--- src/rtl/valid_adder_if.sv ---
// Operand/result bundle for valid_adder: the stimulus side drives a, b and the
// valid strobe, and the adder returns the registered sum on c.
interface valid_adder_if #(
   parameter int IN_W  = 4,
   parameter int OUT_W = 7
);
   logic [IN_W-1:0]  a;
   logic [IN_W-1:0]  b;
   logic             valid;
   logic [OUT_W-1:0] c;

   modport master (
      output a,
      output b,
      output valid,
      input  c
   );

   modport slave (
      input  a,
      input  b,
      input  valid,
      output c
   );
endinterface

--- src/rtl/valid_adder.sv ---
// Registered unsigned adder: captures a+b into c on a valid beat, holds otherwise.
// Synchronous active-low reset clears c and takes priority over valid.
module valid_adder #(
   parameter int IN_W  = 4,
   parameter int OUT_W = 7
) (
   input  logic         clk,
   input  logic         reset,
   valid_adder_if.slave bus
);

   // The result must hold the full carry, so the sum can never wrap.
   if (IN_W < 1) begin : g_bad_in_w
      $error("valid_adder: IN_W must be at least 1");
   end
   if (OUT_W < IN_W + 1) begin : g_bad_out_w
      $error("valid_adder: OUT_W must be at least IN_W+1");
   end

   logic [OUT_W-1:0] sum;
   logic [OUT_W-1:0] c_q;

   always_comb begin
      sum = OUT_W'(bus.a) + OUT_W'(bus.b);
   end

   always_ff @(posedge clk) begin
      if (!reset) begin
         c_q <= '0;
      end else if (bus.valid) begin
         c_q <= sum;
      end
   end

   assign bus.c = c_q;

   // An unknown strobe outside reset would silently corrupt or freeze c.
   a_valid_known: assert property (@(posedge clk) reset |-> !$isunknown(bus.valid))
      else $error("valid_adder: valid is X/Z while out of reset");

endmodule

--- src/flat_wrapper.sv ---
// flat-port wrapper written by rule: the top's interface ports become plain ports
module valid_adder_flat 
#(
   parameter int IN_W  = 4,
   parameter int OUT_W = 7
)
  (clk, reset, bus_a, bus_b, bus_valid, bus_c);
  valid_adder_if #(.IN_W(IN_W), .OUT_W(OUT_W)) bus_i ();
  input  logic clk;
  input  logic reset;
  input wire logic [$bits(bus_i.a)-1:0] bus_a;
  input wire logic [$bits(bus_i.b)-1:0] bus_b;
  input wire logic [$bits(bus_i.valid)-1:0] bus_valid;
  output wire logic [$bits(bus_i.c)-1:0] bus_c;
  assign bus_i.a = bus_a;
  assign bus_i.b = bus_b;
  assign bus_i.valid = bus_valid;
  assign bus_c = bus_i.c;
  valid_adder #(.IN_W(IN_W), .OUT_W(OUT_W)) u_core (.clk(clk), .reset(reset), .bus(bus_i));
endmodule
--- config.mk ---
export PLATFORM = sky130hd
export DESIGN_NAME = valid_adder_flat
export DESIGN_NICKNAME = d
export VERILOG_FILES = /design/src/rtl/valid_adder_if.sv /design/src/rtl/valid_adder.sv /design/src/flat_wrapper.sv
export SDC_FILE = /design/constraint.sdc
export NUM_CORES = 1
export LEC_CHECK = 0
export ABC_CLOCK_PERIOD_IN_PS = 1700
export CAP_MARGIN = 20
export CELL_PAD_IN_SITES_DETAIL_PLACEMENT = 0
export CELL_PAD_IN_SITES_GLOBAL_PLACEMENT = 1
export CORE_MARGIN = 2
export CORE_UTILIZATION = 25
export DETAILED_ROUTE_END_ITERATION = 10
export HOLD_SLACK_MARGIN = 0.15
export PLACE_DENSITY_LB_ADDON = 0.25
export SLEW_MARGIN = 5
export SYNTH_ARGS = -nofsm -noshare
export SYNTH_HDL_FRONTEND = slang
export SYNTH_SLANG_ARGS = --single-unit
--- constraint.sdc ---
create_clock -name clk -period 1.7 [get_ports clk]
set_input_delay 0.51 -clock clk [delete_from_list [all_inputs] [get_ports clk]]
set_output_delay 0.51 -clock clk [all_outputs]
set_load 0.005 [all_outputs]
* Word-level counts from Yosys, hierarchy flattened *
Index checks and enable logic that the tools add are counted.

cells by class
  $add $sub $neg = 1

operators by type and width
  operator     number
  $add 4x4->5  1

word-level totals
  word-level logic and storage cells = 2
  flip-flop bits (word level) = 7
  bits of input ports = 11
  output and inout port bits = 7

* Longest topological paths before layout *
  depth in word-level cells = 1
  mapped depth = 6
  gate-level depth less buffers = 6

* Worst setup path after synthesis *
Ideal clock, no wire load.

  path kind = in2reg
  from = input port bus_b[0]
  to = register u_core.c_q[2], in the netlist u_core.bus.c[2]
  path slack = 0.205 ns
  arrival = 1.379 ns
  stages on the path = 6
  setup time = 0.116 ns
  data required time = 1.584 ns
  path buffers = 0
  cells stage by stage = ha_1 inv_1 fa_1 xnor2_1 mux2i_1 nor2b_1

on the way
  cells in the longest elaborated chain, start to end = 1

RTL lines
  item                  RTL line            text
  from (decl)           flat_wrapper.sv:12  input wire logic [$bits(bus_i.b)-1:0] bus_b;
  $add 4x4->5           valid_adder.sv:24   sum = OUT_W'(bus.a) + OUT_W'(bus.b);
  to (signal assigned)  valid_adder.sv:31   c_q <= sum;
  to (decl)             valid_adder.sv:21   logic [OUT_W-1:0] c_q;

Every way passes these cells.
A chain may end at the register's enable or synchronous reset.

* Final worst setup path *
  from = input port bus_b[1]
  to = register u_core.c_q[2], in the netlist u_core.bus.c[2]

The elaborated chain is that of the path after synthesis.

==> results <==
[final cells by class]
| cell class | instances | area (sq um) |
|---|---|---|
| fillers | 143 | 751 |
| multi-input cells | 26 | 216 |
| repair buffers | 16 | 158 |
| flip-flops and latches | 5 | 100 |
| clock buffers | 4 | 26.3 |
| well taps | 15 | 18.8 |
| inverters | 4 | 15.0 |
[timing repair]
| item | CTS | global route |
|---|---|---|
| endpoints found under the setup margin | 3 | 3 |
| pin swaps | 3 | 1 |
| gates resized for setup | 5 | 3 |
[power by group]
group          internal [uW]  switching, uW  total (uW)
Combinational           65.4           38.6         104
Clock                   88.4           43.1         132
Sequential               129           5.11         134
Total                    282           86.8         369
[final timing paths]
path,endpoint,slack [ps],cells past startpoint
worst max-delay path,u_core.bus.c[2],70,6
worst min-delay path,u_core.bus.c[1],490,1
worst max register to register,u_core.bus.c[4],1040,2
worst min register to register,u_core.bus.c[1],490,1
[cell usage after synthesis (all sizes together)]
cell type / n / area share, %
conb: 1 / 1.1
a31oi: 1 / 1.8
buf: 3 / 7.7
inv: 4 / 4.4
a21o: 1 / 2.2
and3: 1 / 1.8
ha: 4 / 15
nand3b: 2 / 4.4
o21ai: 2 / 2.9
o211a: 1 / 2.9
dfxtp: 5 / 29
mux2i: 2 / 5.9
a21oi: 1 / 1.5
nor2b: 3 / 5.5
xnor2: 1 / 2.6
nand2: 1 / 1.1
nand3: 3 / 4.4
fa: 1 / 5.9
[logic make-up (layout without fill, tap and decap cells)]
| group | count (synthesis) | after routing | synth area share, % |
|---|---|---|---|
| AOI/OAI and AO/OA | 6 | 6 | 11.4 |
| xor gates and xnor gates | 1 | 1 | 2.56 |
| adders and majority gates | 5 | 5 | 20.5 |
| buffers and inverters | 7 | 24 | 12.1 |
| DFF | 5 | 5 | 29.3 |
| muxes | 2 | 2 | 5.86 |
| other | 1 | 2 | 1.10 |
| and+or+nand+nor | 10 | 10 | 17.2 |
[layer usage]
metal | global-route usage [%] | vias up | wire [um]
met1 | 12.7 | 127 | 296
met4 | 10.0 | 0 | 0
li1 | - | 156 | -
met2 | 12.9 | 12 | 311
met3 | 3.26 | 0 | 41
met5 | 0 | - | 0
[worst register-to-register path, delay by kind of cell, from the launching register on]
kind	cells	cell delay, ps
DFF	1	300
AOI/OAI and AO/OA	2	210
[through the flow]
stage / setup TNS, ps / instance area, sq um / total power, uW / util [%] / setup slack [ps]
6_report: 0 / 534 / 369 / 41.6 / 74.4
5_1_grt: 0 / 534 / 397 / 41.6 / 10.8
4_1_cts: 0 / 524 / 374 / 40.8 / 32.7
3_5_place_dp: -985 / 495 / 236 / 38.6 / -332
3_3_place_gp: -957 / 495 / 237 / 38.6 / -325
2_1_floorplan: 0 / 345 / 185 / - / 205
==> metrics.cfg <==
[worst_setup_path]
crit_path_end_kind = flop
crit_start = bus_b[1]
regToRegStartpoint = u_core.bus.c[4]
crit_type = in -> reg
worst-endpoint-required_ps = 1820
cp_top_family = buffers and inverters
worstPathCellList = clkdlybuf4s50_1 > inv_1 > fa_2 > xnor2_2 > mux2i_1 > nor2b_1
start_kind = input port
critical_path_arrival_ps = 1750
critical_path.max_fanout = 2
critical_path_buf_inv_count = 2
crit_path_max_incr_delay_ps = 480
cp_slowest_cell = sky130_fd_sc_hd__clkdlybuf4s50_1

[die]
row_count = 13
design.portCount = 18
floorplan.die.height_um = 41.0
die_x_um = 41.0
fp.dieArea_sq_um = 1680
initial_utilization_pct = 26.6
design.core.area_sq_um = 1280

[sta]
fin_hold_ws_ps = 486
final_count_of_hold_timing_violations = 0
worst_clock_skew_ps = 0
ratio_of_final_minimum_period_to_clock_period_pct = 95.6
fin_crit_ps = 1630
report.final.setup_viol = 0
slew_violations = 0
grt_setup_unrepaired = no
fmaxAchievable_ghz = 0.615

[place]
place.detailed.instances = 66
detailedPlacementHpwl_um = 522
globalplace.congestion = 0.647
port_buffers = 15

[layout]
syn2layout_area_growth_pct = 56.4
proportion_of_layout_cells_with_a_drive_suffix_above_1_pct = 16.4
stdcell_count = 70
largest_register_ffs = 5
finish.net_count = 72
antenna-diode-count = 0
leading_cell_type_in_the_layout_fill_and_taps_excluded = sky130_fd_sc_hd__clkdlybuf4s50_1
mostFrequentLayoutCells = sky130_fd_sc_hd__clkdlybuf4s50_1, sky130_fd_sc_hd__dfxtp_1

[cts]
clk_pin_slew_ps = 40
ctsHtreeMaxLevel = 1
cts_hold_buffers = 0
cts-root-to-sink-buffers = 2
clkSinkCount = 5
post-cts-setup-buffers = 0
cts_tree = yes
cts_buffers = 3
cts.root.buffer_cell = sky130_fd_sc_hd__clkbuf_4
clock_insertion_delay_at_the_later_pin_of_the_skew_report_ps = 230

[run]
drv_cap = 0

[min_path]
timing.hold.worst.start = u_core.bus.c[1]
holdCritPathClass = reg -> reg

[yosys]
synth.yosys.seq_area_share_pct = 29.3
mappedNetlistArea_sq_um = 342
synthesis.yosys.warnings = 0
yosys_register_bits = 5
mean_instance_size_in_the_synthesized_netlist_sq_um = 9.23
syn-instance-count = 37
synth.lib_cells_used.distinct = 20

[detailed_routing]
routed_vias = 295
wl_per_cell_um = 9.27
detailedRoute.firstIterationViolations = 3
totalWireLength_um = 649
antenna_left = 0
drc_violation_count_after_routing = 0
drt_first_pass_iters = 4
detail_routed_via_count_per_cell = 4.21

[global_routing]
grt_start_max_net_pins = 10
grt_overflow = 0
grt_pass1_vias = 271
globalRouteTotalUtil_pct = 10.1
antenna_found_initial = 0
grt_first_pass_wirelength_mm = 1.04

[power_and_ir_drop]
ir_worst_vdd_uv = 359
cellLeakagePower_uw = 0.000247
power_density_over_cell_area_nw_per_um2 = 691

[outcome]
run_status = complete, no violations

Power figures use the tool's default switching activity.
==> edit 1: new RTL, same flow settings <==
Reset style: asynchronous (`reset`), changed in one clocked block. Comments in the files are not updated.
--- a/src/rtl/valid_adder.sv
+++ b/src/rtl/valid_adder.sv
@@ -25,5 +25,5 @@
    end
 
-   always_ff @(posedge clk) begin
+   always_ff @(posedge clk or negedge reset) begin
       if (!reset) begin
          c_q <= '0;
Check against the original RTL: differs if reset is asserted again (counterexample within 4 cycles, from zero or initial values and one cycle with reset low); with reset held inactive, the same outputs for 10 cycles.
==> edit 1 against the original RTL <==
Setup slack got worse by 49 ps. Critical path depth fell by 1. Fmax fell by 2.9%. Cell count rose by 5.7%. Routed wire length rose by 30%. Synthesized area rose by 6.6%. Total power rose by 19%. Cell area rose by 12%. Worst hold slack improved by 7.4 ps. Sequential cell count did not move. First-iteration DRC count fell by 33%. Largest power group is now combinational logic. Highest routed layer is now met4.
==> edit 1: results (changes against the original RTL) <==
status complete, no violations; post-CTS sizing 6 (+1); async set-reset flop share out of synthesis 1.00 (+1.00); GRT Util Overall 0.102 (+0.00101); Vias 331 (+12%); met1 Use GR 0.0897 (-0.0377); dpl hpwl 662 um (+27%); 1st-iter DRT viols 2 (-1); routability cong. 0.707 (+9.2%); largest net degree at the start of global routing 7 (-3); vias in the first global route 345 (+27%); routed len/inst 11.4 um (+23%); max reg flops 5 (unchanged); Clock transition at path regs 40 ps (about the same); First-pass DRT Iterations 3 (-1); cell leakage power 0.287 nW (+16%); crit path DAT 1780 ps (+30 ps); Sw Pwr 110 uW (+26%); met3 usage 0.00431 (-0.0283); placed insts 69 (+4.5%); Worst Hold Class primary input to async pin; Synth cell types 21 (+5.0%); CP max FO 2 (unchanged); r2r setup slk 660 ps (-380 ps); Comb group 154 uW (+48%); VDD IR max 0.000195 V (-46%); Post-Route WL 845 um (+30%); combined area of the multi-input logic cells 205 um^2 (-5.2%); top cells by area, synth dfrtp_1 34%, ha_1 14%, inv_1 6.2%; ratio of cells with drive above 1 in the final layout 0.254 (+0.0906); H-tree lvl count 1 (unchanged); post-CTS repair timing setup buffer count 1 (+1); Layout Nets 76 (+5.6%); commonest cells in the netlist 6 x inv_1, 5 x dfrtp_1, 4 x ha_1, 2 x buf_4, 2 x nor2b_1; synthesized area per cell 10.4 um^2 (+13%); Reg2Reg Depth 3 (+1); Power Density 731 nW/um^2 (+5.8%); top_reg_cell synth dfrtp_1; first-pass GRT wire length 1.30 mm (+25%); Placed Area 556 um^2 (+12%); Worst R2R Start u_core.bus.c[3]; Seq/Total Area, Yosys 0.344 (+0.0506); fillers 127 (-11%); GR Util met2 0.182 (+0.0526); worst r2r dst u_core.bus.c[3]
## edit 1: changes by cell type after synthesis, sizes merged, moves of 2 or more
cell / change
inv: +2
mux2: +2
nand3b: -2
dfrtp: +5
nand3: -2
dfxtp: -5
## edit 1: worst max path at each step
stage / end / depth (start not counted) / startpoint
floorplan: u_core.bus.c[2] / 5 / bus_b[0]
global placement: u_core.bus.c[2] / 6 / bus_b[0]
detailed placement: u_core.bus.c[2] / 6 / bus_a[0]
CTS: u_core.bus.c[4] / 6 / bus_b[2]
global route: u_core.bus.c[3] / 5 / bus_b[2]
finish: u_core.bus.c[3] / 5 / bus_b[3]
## edit 1: metal layers
metal  vias up  share of wire  routed length, um
met3         2          0.057                 48
met4         0          0.028                 24
met1       153           0.36                304
met2        13           0.55                468
li1        163              -                  -
met5         -              0                  0
## edit 1: per-stage QoR
stage	TNS, ps	hold WS (ps)	setup WS, ps
final	0	493	25.6
after global placement	-1030	468	-385
after detailed placement	-1250	502	-436
after CTS	0	491	40.6
after global routing	-60.6	504	-60.6
after floorplan	0	214	121
## edit 1: cell type report
cell class	instances	area share
inverter	6	0.0376
timing repair buffer	22	0.336
multi-input combinational	22	0.342
clock buffer	4	0.0438
sequential	5	0.209
tap	15	0.0313
## edit 1: cells by family after synthesis
group / count (synthesis) / synth area share
compound gates: 5 / 0.0893
xor+xnor: 1 / 0.0241
fa+ha+maj: 5 / 0.192
buf+inv: 9 / 0.134
flops: 5 / 0.344
mux: 3 / 0.0893
other cells: 1 / 0.0103
simple gates: 6 / 0.117
## edit 1: critical path, cell delays in order
cell and delay, ps:
clkdlybuf4s50_1 410, ha_1 300, and4bb_1 220, a311oi_2 220
o211ai_1 120
==> edit 2: new RTL, same flow settings <==
Without the edit above. `OUT_W` is set to 7 in 3 places; all go to 14.
--- a/src/rtl/valid_adder_if.sv
+++ b/src/rtl/valid_adder_if.sv
@@ -3,5 +3,5 @@
 interface valid_adder_if #(
    parameter int IN_W  = 4,
-   parameter int OUT_W = 7
+   parameter int OUT_W = 14
 );
    logic [IN_W-1:0]  a;
--- a/src/rtl/valid_adder.sv
+++ b/src/rtl/valid_adder.sv
@@ -3,5 +3,5 @@
 module valid_adder #(
    parameter int IN_W  = 4,
-   parameter int OUT_W = 7
+   parameter int OUT_W = 14
 ) (
    input  logic         clk,
--- a/src/flat_wrapper.sv
+++ b/src/flat_wrapper.sv
@@ -3,5 +3,5 @@
 #(
    parameter int IN_W  = 4,
-   parameter int OUT_W = 7
+   parameter int OUT_W = 14
 )
   (clk, reset, bus_a, bus_b, bus_valid, bus_c);
Interface: changed (resized bus_c); port bits go from 18 to 25. No check against the original RTL was run, so the function may have changed too.
==> edit 2 against the original RTL <==
Setup slack improved by 48 ps. First-iteration DRC count down 33%. Sequential power hardly changed. Sequential cell count unchanged. Critical path depth fell by 5. Synthesized area rose by 15%. Synthesized cell count rose by 19%. Clock skew did not move. Total power is 1.8% higher. Sequential share of layout area shrank 1.0 points. Largest power group is now clock. Routed wire length rose by 7.9%. Cell area up 5.6%. Worst hold slack worse by 7.0 ps.
==> edit 2: results (changes against the original RTL) <==
fillers 167 (+17%); # setup viols final 0 (unchanged); commonest cells in the netlist 9 x buf_4, 5 x dfxtp_1, 4 x ha_1, 4 x inv_1; Seq/Total Area, Yosys 0.254 (-0.0391); clock buffer depth 2 (unchanged); Layout Nets 80 (+11%); Num CTS Buffers 3 (unchanged); routed len/inst 8.86 um (-4.4%); met1 Use GR 0.128 (about the same); Clock transition at path regs 40 ps (about the same); Synthesis Warnings 0 (unchanged); H-tree lvl count 1 (unchanged); I/O Buffers 15 (unchanged); max reg flops 5 (unchanged); largest net degree at the start of global routing 10 (unchanged); GR Util met2 0.112 (-0.0171); n_diodes 0 (unchanged); ratio of cells with drive above 1 in the final layout 0.127 (-0.0367); r2r setup slk 1050 ps; routability cong. 0.624 (-3.6%); worst slack at placement -368 ps (-35.9 ps); root buffer selected by CTS clkbuf_4; Worst Hold Class register to register; final setup skew 0 ps (unchanged); slowest stage delay, CP 500 ps (+20 ps); clk_lat worst skew 240 ps; crit path DAT 1070 ps (-680 ps); CP max FO 2 (unchanged); delay-heaviest family, CP buffers and inverters; met3 usage 0.0125 (-0.0201); setup ws final 122 ps (+47.5 ps); Synth cell types 20 (unchanged); 1st-iter DRT viols 2 (-1); Vias 325 (+10%); vias in the first global route 305 (+13%); dpl hpwl 570 um (+9.1%); Placed Area 523 um^2 (+5.6%); VDD IR max 0.000304 V (-15%); top cells by area, synth dfxtp_1 25%, buf_4 17%, ha_1 13%; Slowest-stage cell, CP clkdlybuf4s50_1; async set-reset flop share out of synthesis 0 (unchanged); initial antenna violation count 0 (unchanged); cell leakage power 0.279 nW (+13%); first-pass GRT wire length 1.25 mm (+20%); WHS 479 ps (-7.04 ps); GRT Util Overall 0.0904 (-0.0107); First-pass DRT Iterations 3 (-1); status complete, no violations
## edit 2: cell count changes in the layout (fill, tap and decap cells not counted), sizes merged
| cell | before | now |
|---|---|---|
| buf | 1 | 2 |
| conb | 2 | 9 |
| dlymetal6s2s | 1 | 2 |
| clkdlybuf4s50 | 12 | 11 |
## edit 2: worst paths after layout
check                                     start               to  cells after the start
worst max-delay path            u_core.bus.c[3]         bus_c[3]                      1
worst min-delay path            u_core.bus.c[1]  u_core.bus.c[1]                      1
worst min register to register  u_core.bus.c[1]  u_core.bus.c[1]                      1
worst max register to register  u_core.bus.c[4]  u_core.bus.c[4]                      2
## edit 2: timing repair
item	4_1_cts	5_1_grt
hold buffers	0	0
buffers inserted	1	0
resized for setup	5	2
endpoints found under the setup margin	3	2
pin swaps	4	2
## edit 2: power by group
part	leakage (nW)	internal (mW)	switching (mW)
logic	0.223	0.0635	0.0408
registers	0.0414	0.129	0.00498
clock network	0.0150	0.0888	0.0491
total	0.279	0.281	0.0949
## edit 2: final cells by class
type,count,area [um^2],area share
multi-input combinational,33,235,0.417
timing repair buffer,17,168,0.297
sequential,5,100,0.177
clock buffer,4,26.3,0.0466
tap,16,20.0,0.0355
inverter,4,15.0,0.0266
## edit 2: cell families after synthesis
family / count (synthesis) / share of synthesized area
compound gates: 6 / 0.0984
xor+xnor: 1 / 0.0222
fa+ha+maj: 5 / 0.178
buf+inv: 14 / 0.238
flops: 5 / 0.254
mux: 2 / 0.0508
other cells: 1 / 0.00951
simple gates: 10 / 0.149
## edit 2: layer usage
| layer | wire (um) | vias up | share of wire |
|---|---|---|---|
| met5 | 0 | - | 0 |
| met4 | 19 | 0 | 0.027 |
| met3 | 55 | 2 | 0.079 |
| met2 | 288 | 18 | 0.41 |
| met1 | 336 | 140 | 0.48 |
| li1 | - | 165 | - |
## edit 2: per-stage QoR
step           instances  utilization  total power [mW]
6_report              79        0.379             0.376
3_3_place_gp          74        0.351             0.239
5_1_grt               79        0.379             0.405
4_1_cts               79        0.376             0.386
3_5_place_dp          74        0.351             0.239
2_1_floorplan         52            -             0.200
